## src/rtl/pwm_pkg.sv

```systemverilog
// Shared types and default sizing for the PWM ramp sequencer and its timebase.
package pwm_pkg;

  localparam int DEF_CLK_PER_US = 50;
  localparam int DEF_W          = 5;
  localparam int DEF_HOLD_W     = 8;

  typedef enum logic [1:0] {
    ST_IDLE,
    ST_RAMP,
    ST_HOLD
  } state_e;

endpackage

```

## src/rtl/pwm_timebase.sv

```systemverilog
// Prescaler plus unit counter mirroring the PWM counter; boundary marks the start of each PWM period.
module pwm_timebase #(
  parameter int CLK_PER_US = pwm_pkg::DEF_CLK_PER_US,
  parameter int W          = pwm_pkg::DEF_W
) (
  input  logic         clk,
  input  logic         rst,
  input  logic [W-1:0] period_i,
  output logic         boundary_o
);

  localparam int TBW = (CLK_PER_US > 1) ? $clog2(CLK_PER_US) : 1;

  logic [TBW-1:0] tb_q;
  logic [W-1:0]   unit_q;
  logic           tick;
  logic           last_unit;

  assign tick = (tb_q == TBW'(CLK_PER_US - 1));
  // A shrinking period can leave the unit count above the new last unit, so wrap on >=.
  assign last_unit  = (period_i == '0) || (unit_q >= period_i - W'(1));
  assign boundary_o = tick && last_unit;

  always_ff @(posedge clk) begin
    if (rst) begin
      tb_q   <= '0;
      unit_q <= '0;
    end else begin
      tb_q <= tick ? '0 : tb_q + TBW'(1);
      if (tick) begin
        unit_q <= last_unit ? '0 : unit_q + W'(1);
      end
    end
  end

endmodule

```

## src/rtl/pwm_ramp_ctrl.sv

```systemverilog
// Ramp sequencer driving a PWM counter's period/duty/load strobe; updates land on period boundaries.
// Define PWM_RAMP_IRQ_EN to add the sticky done_irq output and its irq_clr input.
module pwm_ramp_ctrl
  import pwm_pkg::*;
#(
  parameter int CLK_PER_US = DEF_CLK_PER_US,
  parameter int W          = DEF_W,
  parameter int HOLD_W     = DEF_HOLD_W
) (
  input  logic              clk,
  input  logic              rst,
  input  logic              cmd_valid,
  output logic              cmd_ready,
  input  logic [W-1:0]      cmd_period,
  input  logic [W-1:0]      cmd_duty,
  input  logic [W-1:0]      cmd_step,
  input  logic [HOLD_W-1:0] cmd_hold,
  input  logic              stop,
  output logic [W-1:0]      pwm_period,
  output logic [W-1:0]      pwm_duty,
  output logic              pwm_en,
`ifdef PWM_RAMP_IRQ_EN
  input  logic              irq_clr,
  output logic              done_irq,
`endif
  output logic              busy
);

  state_e              state_q, state_d;
  logic [W-1:0]        per_q, per_d, tgt_q, tgt_d, step_q, step_d;
  logic [W-1:0]        pwm_period_q, pwm_period_d, pwm_duty_q, pwm_duty_d;
  logic [HOLD_W-1:0]   hold_q, hold_d, hold_cnt_q, hold_cnt_d;
  logic                pwm_en_q, pwm_en_d;
  logic                boundary, accept;
  logic [W-1:0]        cmd_per_clamped, next_duty;
  logic [W:0]          delta;

  pwm_timebase #(
    .CLK_PER_US (CLK_PER_US),
    .W          (W)
  ) u_timebase (
    .clk        (clk),
    .rst        (rst),
    .period_i   (pwm_period_q),
    .boundary_o (boundary)
  );

  assign cmd_ready       = !rst && !stop && (state_q != ST_RAMP);
  assign accept          = cmd_valid && cmd_ready;
  assign cmd_per_clamped = (cmd_period == '0) ? W'(1) : cmd_period;

  // Distance to target is formed one bit wider and compared before stepping, so no wrap is possible.
  always_comb begin
    // NOTE: every combinational output gets a default first, otherwise a latch is inferred.
    delta     = '0;
    next_duty = tgt_q;
    if (pwm_duty_q < tgt_q) begin
      delta = {1'b0, tgt_q} - {1'b0, pwm_duty_q};
      if (step_q != '0 && delta > {1'b0, step_q}) next_duty = pwm_duty_q + step_q;
    end else if (pwm_duty_q > tgt_q) begin
      delta = {1'b0, pwm_duty_q} - {1'b0, tgt_q};
      if (step_q != '0 && delta > {1'b0, step_q}) next_duty = pwm_duty_q - step_q;
    end
  end

  always_comb begin
    state_d      = state_q;
    per_d        = per_q;
    tgt_d        = tgt_q;
    step_d       = step_q;
    hold_d       = hold_q;
    hold_cnt_d   = hold_cnt_q;
    pwm_period_d = pwm_period_q;
    pwm_duty_d   = pwm_duty_q;
    pwm_en_d     = 1'b0;
    if (stop) begin
      pwm_duty_d = '0;
      pwm_en_d   = 1'b1;
      hold_cnt_d = '0;
      state_d    = ST_IDLE;
    end else if (accept) begin
      per_d      = cmd_per_clamped;
      tgt_d      = (cmd_duty > cmd_per_clamped) ? cmd_per_clamped : cmd_duty;
      step_d     = cmd_step;
      hold_d     = (cmd_hold == '0) ? HOLD_W'(1) : cmd_hold;
      hold_cnt_d = '0;
      state_d    = ST_RAMP;
    end else if (state_q == ST_RAMP && boundary) begin
      if (hold_cnt_q == hold_q - HOLD_W'(1)) begin
        // Always strobe here, even with duty already on target, so the new period gets loaded.
        hold_cnt_d   = '0;
        pwm_period_d = per_q;
        pwm_duty_d   = next_duty;
        pwm_en_d     = 1'b1;
        if (next_duty == tgt_q) state_d = ST_HOLD;
      end else begin
        hold_cnt_d = hold_cnt_q + HOLD_W'(1);
      end
    end
  end

  always_ff @(posedge clk) begin
    if (rst) begin
      state_q      <= ST_IDLE;
      per_q        <= W'(1);
      tgt_q        <= '0;
      step_q       <= '0;
      hold_q       <= HOLD_W'(1);
      hold_cnt_q   <= '0;
      pwm_period_q <= W'(1);
      pwm_duty_q   <= '0;
      // NOTE: held high through reset so the first cycle after release loads the reset values.
      pwm_en_q     <= 1'b1;
    end else begin
      // NOTE: state registers use non-blocking assignments so every flop samples pre-edge values.
      state_q      <= state_d;
      per_q        <= per_d;
      tgt_q        <= tgt_d;
      step_q       <= step_d;
      hold_q       <= hold_d;
      hold_cnt_q   <= hold_cnt_d;
      pwm_period_q <= pwm_period_d;
      pwm_duty_q   <= pwm_duty_d;
      pwm_en_q     <= pwm_en_d;
    end
  end

  assign pwm_period = pwm_period_q;
  assign pwm_duty   = pwm_duty_q;
  assign pwm_en     = pwm_en_q;
  assign busy       = (state_q == ST_RAMP);

`ifdef PWM_RAMP_IRQ_EN
  logic done_irq_q;
  logic irq_set;

  assign irq_set = (state_q == ST_RAMP) && (state_d == ST_HOLD);

  always_ff @(posedge clk) begin
    if (rst)          done_irq_q <= 1'b0;
    else if (irq_set) done_irq_q <= 1'b1;
    else if (irq_clr) done_irq_q <= 1'b0;
  end

  assign done_irq = done_irq_q;
`endif

endmodule

```

## config.mk

```make
export PLATFORM = sky130hd
export DESIGN_NAME = pwm_ramp_ctrl
export DESIGN_NICKNAME = d
export VERILOG_FILES = /design/src/rtl/pwm_pkg.sv /design/src/rtl/pwm_timebase.sv /design/src/rtl/pwm_ramp_ctrl.sv
export SDC_FILE = /design/constraint.sdc
export NUM_CORES = 1
export LEC_CHECK = 0
export BUFFER_PORTS_ARGS = -buffer_cell sky130_fd_sc_hd__clkbuf_2
export CAP_MARGIN = 40
export CORE_ASPECT_RATIO = 0.7
export CORE_MARGIN = 8
export CORE_UTILIZATION = 60
export CTS_CLUSTER_SIZE = 24
export DETAILED_ROUTE_END_ITERATION = 6
export GPL_TIMING_DRIVEN = 0
export MAX_ROUTING_LAYER = met4
export PLACE_DENSITY = 0.81
export SYNTH_ARGS = -nofsm -noshare
export SYNTH_HDL_FRONTEND = slang
export SYNTH_HIERARCHICAL = 1
export SYNTH_SLANG_ARGS = --single-unit
```

## constraint.sdc

```tcl
create_clock -name clk -period 3.95 [get_ports clk]
set_input_delay 0.9875 -clock clk [delete_from_list [all_inputs] [get_ports clk]]
set_output_delay 0.9875 -clock clk [all_outputs]
set_load 0.005 [all_outputs]
```

==> impl_metrics.sql <==
INSERT INTO impl_metrics (metric_group, metric, value, unit) VALUES
('outcome', 'outcome', 'finished, final reports clean', ''),
('clock_network', 'clock_tree_from_tritoncts', 'done', ''),
('yosys', 'ys_seq_elements', '55', ''),
('timing', 'tightest_slew_margin_relative_to_the_limit', '68.0', '%'),
('power_and_ir_drop', 'p_leak', '1.76', 'nW'),
('critical_path', 'worst-setup-path-type', 'reg -> reg', ''),
('floorplan', 'die_area', '0.00933', 'sq mm'),
('timing', 'timing.fmax', '268', 'MHz'),
('yosys', 'synth.avg_cell_area', '8.27', 'sq um'),
('floorplan', 'fp.dieH', '83.3', 'um'),
('clock_network', 'clk_pin_slew_worst_paths', '0.11', 'ns'),
('clock_network', 'cts_sinks', '55', ''),
('place', 'port-buffer-count', '39', ''),
('timing', 'timing.clock.skew', '0.0194', 'ns'),
('layout', 'final_nets', '592', ''),
('layout', 'drive_above_1_share', '14.3', '%'),
('yosys', 'synth_top_cell_area_share', '28.4', '%'),
('yosys', 'synth_top_flop_cell', 'sky130_fd_sc_hd__dfxtp_1', ''),
('place', 'gp_routability_congestion', '0.899', ''),
('floorplan', 'rows', '24', ''),
('clock_network', 'clk-insertion-delay-late', '0.31', 'ns'),
('yosys', 'synthesized_net_count', '543', ''),
('grt', 'grt_max_degree', '18', ''),
('critical_path', 'worstSetupStartpointType', 'register', ''),
('run', 'timing.max_cap.violations', '0', ''),
('worst_hold_path', 'worstHoldPathCells', '2', ''),
('timing', 'period_share', '94.6', '%'),
('power_and_ir_drop', 'max-vdd-ir-drop', '0.178', 'mV'),
('grt', 'wire_length_of_the_first_global_routing_pass', '16300', 'um'),
('clock_network', 'clk_path_buf_depth', '2', ''),
('yosys', 'syn_area', '0.00388', 'sq mm'),
('yosys', 'top_cell_type_by_total_area_after_synthesis', 'sky130_fd_sc_hd__dfxtp_1', ''),
('timing', 'worst_slew_pin_slew', '0.480', 'ns'),
('worst_hold_path', 'hp-class', 'reg -> reg', ''),
('clock_network', 'cts-buffers-inserted', '5', ''),
('floorplan', 'die_x', '112', 'um'),
('detailed_routing', 'detail_route.wirelength', '9300', 'um'),
('yosys', 'synthCells', '469', ''),
('yosys', 'ys.warnings.count', '6', ''),
('grt', 'antenna_found_initial', '0', ''),
('floorplan', 'ioPinCount', '40', ''),
('critical_path', 'timing.critical_path.arrival', '3.90', 'ns'),
('yosys', 'synth_sequential_area_ratio', '28.4', '%'),
('floorplan', 'start_util', '62.1', '%'),
('critical_path', 'critical_path_top_delay_cell', 'sky130_fd_sc_hd__fa_2', ''),
('detailed_routing', 'detailroute.via_count', '3476', ''),
('detailed_routing', 'number_of_drc_markers_in_iteration_0', '221', ''),
('timing', 'final_max_slew_viol_count', '0', ''),
('grt', 'gr-total-overflow', '0', ''),
('layout', 'syn_to_final_growth', '11.3', '%'),
('power_and_ir_drop', 'report.power.total', '1.14', 'mW'),
('layout', 'antennaDiodeCount', '0', ''),
('critical_path', 'timing.reg2reg.setup_slack', '0.21', 'ns'),
('grt', 'grt_pass1_vias', '3380', ''),
('floorplan', 'placeableCoreArea', '0.00625', 'sq mm'),
('yosys', 'netlist_top_cells_area', 'sky130_fd_sc_hd__dfxtp_1 (28%), sky130_fd_sc_hd__ha_1 (14%), sky130_fd_sc_hd__xnor2_1 (5.4%)', ''),
('timing', 'post-route-min-period', '3.74', 'ns'),
('critical_path', 'critical_path.max_fanout', '5', ''),
('worst_hold_path', 'timing.hold.worst.start', 'per_q[2]$_SDFFE_PP0P_', ''),
('detailed_routing', 'viasPerCell', '5.83', ''),
('detailed_routing', 'drt_drc_violations_left', '0', ''),
('detailed_routing', 'ant_nets', '0', ''),
('yosys', 'netlist-cell-type-count', '62', ''),
('detailed_routing', 'wl_per_cell', '15.6', 'um'),
('place', 'dp_hpwl', '7530', 'um'),
('clock_network', 'htreeDepth', '2', ''),
('yosys', 'synth_edf_count', '0', ''),
('clock_network', 'holdBufCountCts', '0', ''),
('grt', 'grt.total_usage', '21.1', '%'),
('critical_path', 'r2r-end', 'state_q[0]$_SDFFE_PP0P_', ''),
('critical_path', 'critPathRequiredTime', '4.11', 'ns');
## per-stage QoR
step / std cells / util, % / setup slack [ns] / instance area (sq um) / setup TNS, ns
floorplan: 469 / - / 0.317 / 3880 / 0
global placement: 586 / 66.8 / -0.309 / 4170 / -0.560
detailed placement: 586 / 66.8 / -0.389 / 4170 / -0.731
CTS: 595 / 68.7 / 0.0223 / 4290 / 0
global route: 596 / 69.1 / -0.00428 / 4310 / -0.00428
finish: 596 / 69.1 / 0.214 / 4310 / 0
## cells in the final DEF (no fill, tap or decap), types with 3 or more instances in the layout
cell / instances
sky130_fd_sc_hd__buf_4: 3
sky130_fd_sc_hd__fa_1: 3
sky130_fd_sc_hd__clkbuf_8: 5
sky130_fd_sc_hd__a21o_1: 5
sky130_fd_sc_hd__nand3_1: 14
sky130_fd_sc_hd__a21oi_1: 30
sky130_fd_sc_hd__dfxtp_1: 52
sky130_fd_sc_hd__ha_1: 43
sky130_fd_sc_hd__nand2b_1: 6
sky130_fd_sc_hd__nand3b_1: 4
sky130_fd_sc_hd__clkbuf_2: 40
sky130_fd_sc_hd__nor2_1: 36
sky130_fd_sc_hd__and2_1: 6
sky130_fd_sc_hd__and3_1: 5
sky130_fd_sc_hd__o22ai_1: 7
sky130_fd_sc_hd__clkbuf_1: 12
sky130_fd_sc_hd__nand4_1: 3
sky130_fd_sc_hd__nor3_1: 20
sky130_fd_sc_hd__xor2_1: 16
sky130_fd_sc_hd__inv_1: 36
sky130_fd_sc_hd__a211oi_1: 7
sky130_fd_sc_hd__mux2i_1: 9
sky130_fd_sc_hd__nand2_1: 50
sky130_fd_sc_hd__dfxtp_2: 3
sky130_fd_sc_hd__o21ai_0: 11
sky130_fd_sc_hd__xnor2_1: 24
sky130_fd_sc_hd__a211o_1: 3
sky130_fd_sc_hd__nor2b_1: 10
sky130_fd_sc_hd__o21a_1: 5
## Yosys cell counts (3+ instances only)
library cell / count
sky130_fd_sc_hd__a211oi_1: 7
sky130_fd_sc_hd__nand4_1: 3
sky130_fd_sc_hd__and3_1: 5
sky130_fd_sc_hd__o21ai_0: 11
sky130_fd_sc_hd__inv_1: 36
sky130_fd_sc_hd__a211o_1: 3
sky130_fd_sc_hd__nor3_1: 20
sky130_fd_sc_hd__dfxtp_1: 55
sky130_fd_sc_hd__nor2b_1: 10
sky130_fd_sc_hd__clkbuf_1: 12
sky130_fd_sc_hd__and2_1: 6
sky130_fd_sc_hd__nor2_1: 36
sky130_fd_sc_hd__o21a_1: 5
sky130_fd_sc_hd__nand2b_1: 6
sky130_fd_sc_hd__a21oi_1: 30
sky130_fd_sc_hd__ha_1: 43
sky130_fd_sc_hd__nand3_1: 14
sky130_fd_sc_hd__xor2_1: 16
sky130_fd_sc_hd__mux2i_1: 9
sky130_fd_sc_hd__nand3b_1: 4
sky130_fd_sc_hd__xnor2_1: 24
sky130_fd_sc_hd__o22ai_1: 7
sky130_fd_sc_hd__nand2_1: 50
sky130_fd_sc_hd__fa_1: 4
sky130_fd_sc_hd__a21o_1: 5
## sequential cells by signal, summed over array words and instances (netlist names)
name	count
u_timebase/unit_q	5
per_q	5
pwm_period	5
hold_cnt_q	8
u_timebase/tb_q	6
pwm_duty	5
pwm_en	1
state_q	2
tgt_q	5
hold_q	8
step_q	5
## how the worst max path moves through the flow
stage                                         from                       to  slack (ns)  cells past startpoint
after floorplan           pwm_duty[0]$_SDFFE_PP0P_  state_q[0]$_SDFFE_PP0P_        0.32                     16
after global placement       tgt_q[1]$_SDFFE_PP0P_  state_q[0]$_SDFFE_PP0P_       -0.31                     14
after detailed placement     tgt_q[1]$_SDFFE_PP0P_  state_q[0]$_SDFFE_PP0P_       -0.39                     14
after CTS                    tgt_q[0]$_SDFFE_PP0P_  state_q[0]$_SDFFE_PP0P_        0.02                     15
after global routing      pwm_duty[2]$_SDFFE_PP0P_  state_q[0]$_SDFFE_PP0P_      -0.004                     15
final                     pwm_duty[0]$_SDFFE_PP0P_  state_q[0]$_SDFFE_PP0P_        0.21                     16
## repair_timing
action | in CTS | in global routing
pin swaps | 1 | 1
endpoints found under the setup margin | 3 | 4
resized for setup | 4 | 4
setup buffers | 2 | 1
gates cloned | 0 | 0
## cells by family (layout without fill, tap and decap cells)
| family | Yosys count | after routing | share of synthesized area, % |
|---|---|---|---|
| adders and majority gates | 47 | 47 | 15.9 |
| xor gates and xnor gates | 40 | 40 | 9.04 |
| DFF | 55 | 55 | 28.4 |
| buffers and inverters | 53 | 102 | 5.55 |
| muxes | 10 | 10 | 2.61 |
| and+or+nand+nor | 168 | 168 | 21.8 |
| AOI/OAI and AO/OA | 96 | 96 | 16.7 |
## per-layer routing
metal / wire length (um) / track usage (%)
met1: 4690 / 29.3
met2: 4120 / 32.2
met3: 467 / 3.18
met4: 21 / 3.17
met5: 0 / -
## final cells by class
| type | instances | area (sq um) |
|---|---|---|
| Sequential cell | 55 | 1100 |
| Clock buffer | 5 | 68.8 |
| Clock inverter | 2 | 16.3 |
| Timing Repair Buffer | 42 | 218 |
| Buffer | 17 | 80.1 |
| Inverter | 36 | 135 |
| Fill cell | 520 | 1930 |
| Tap cell | 78 | 97.6 |
| Multi-Input combinational cell | 361 | 2590 |
## report_power, final
part           leakage (nW)  switching [mW]  total (mW)  internal (mW)
Sequential            0.447          0.0176       0.585          0.567
Combinational          1.27           0.134       0.241          0.107
Clock                0.0406           0.189       0.314          0.124
Total                  1.76           0.341        1.14          0.798
## worst max-delay path: cells and delay by family (launching register included)
family	cells	cell delay (ns)
flops	1	0.36
buf+inv	2	0.16
mux	1	0.34
compound gates	9	1.69
fa+ha+maj	3	0.86
simple gates	1	0.17
Note: power is estimated with default switching activity, not from simulation.
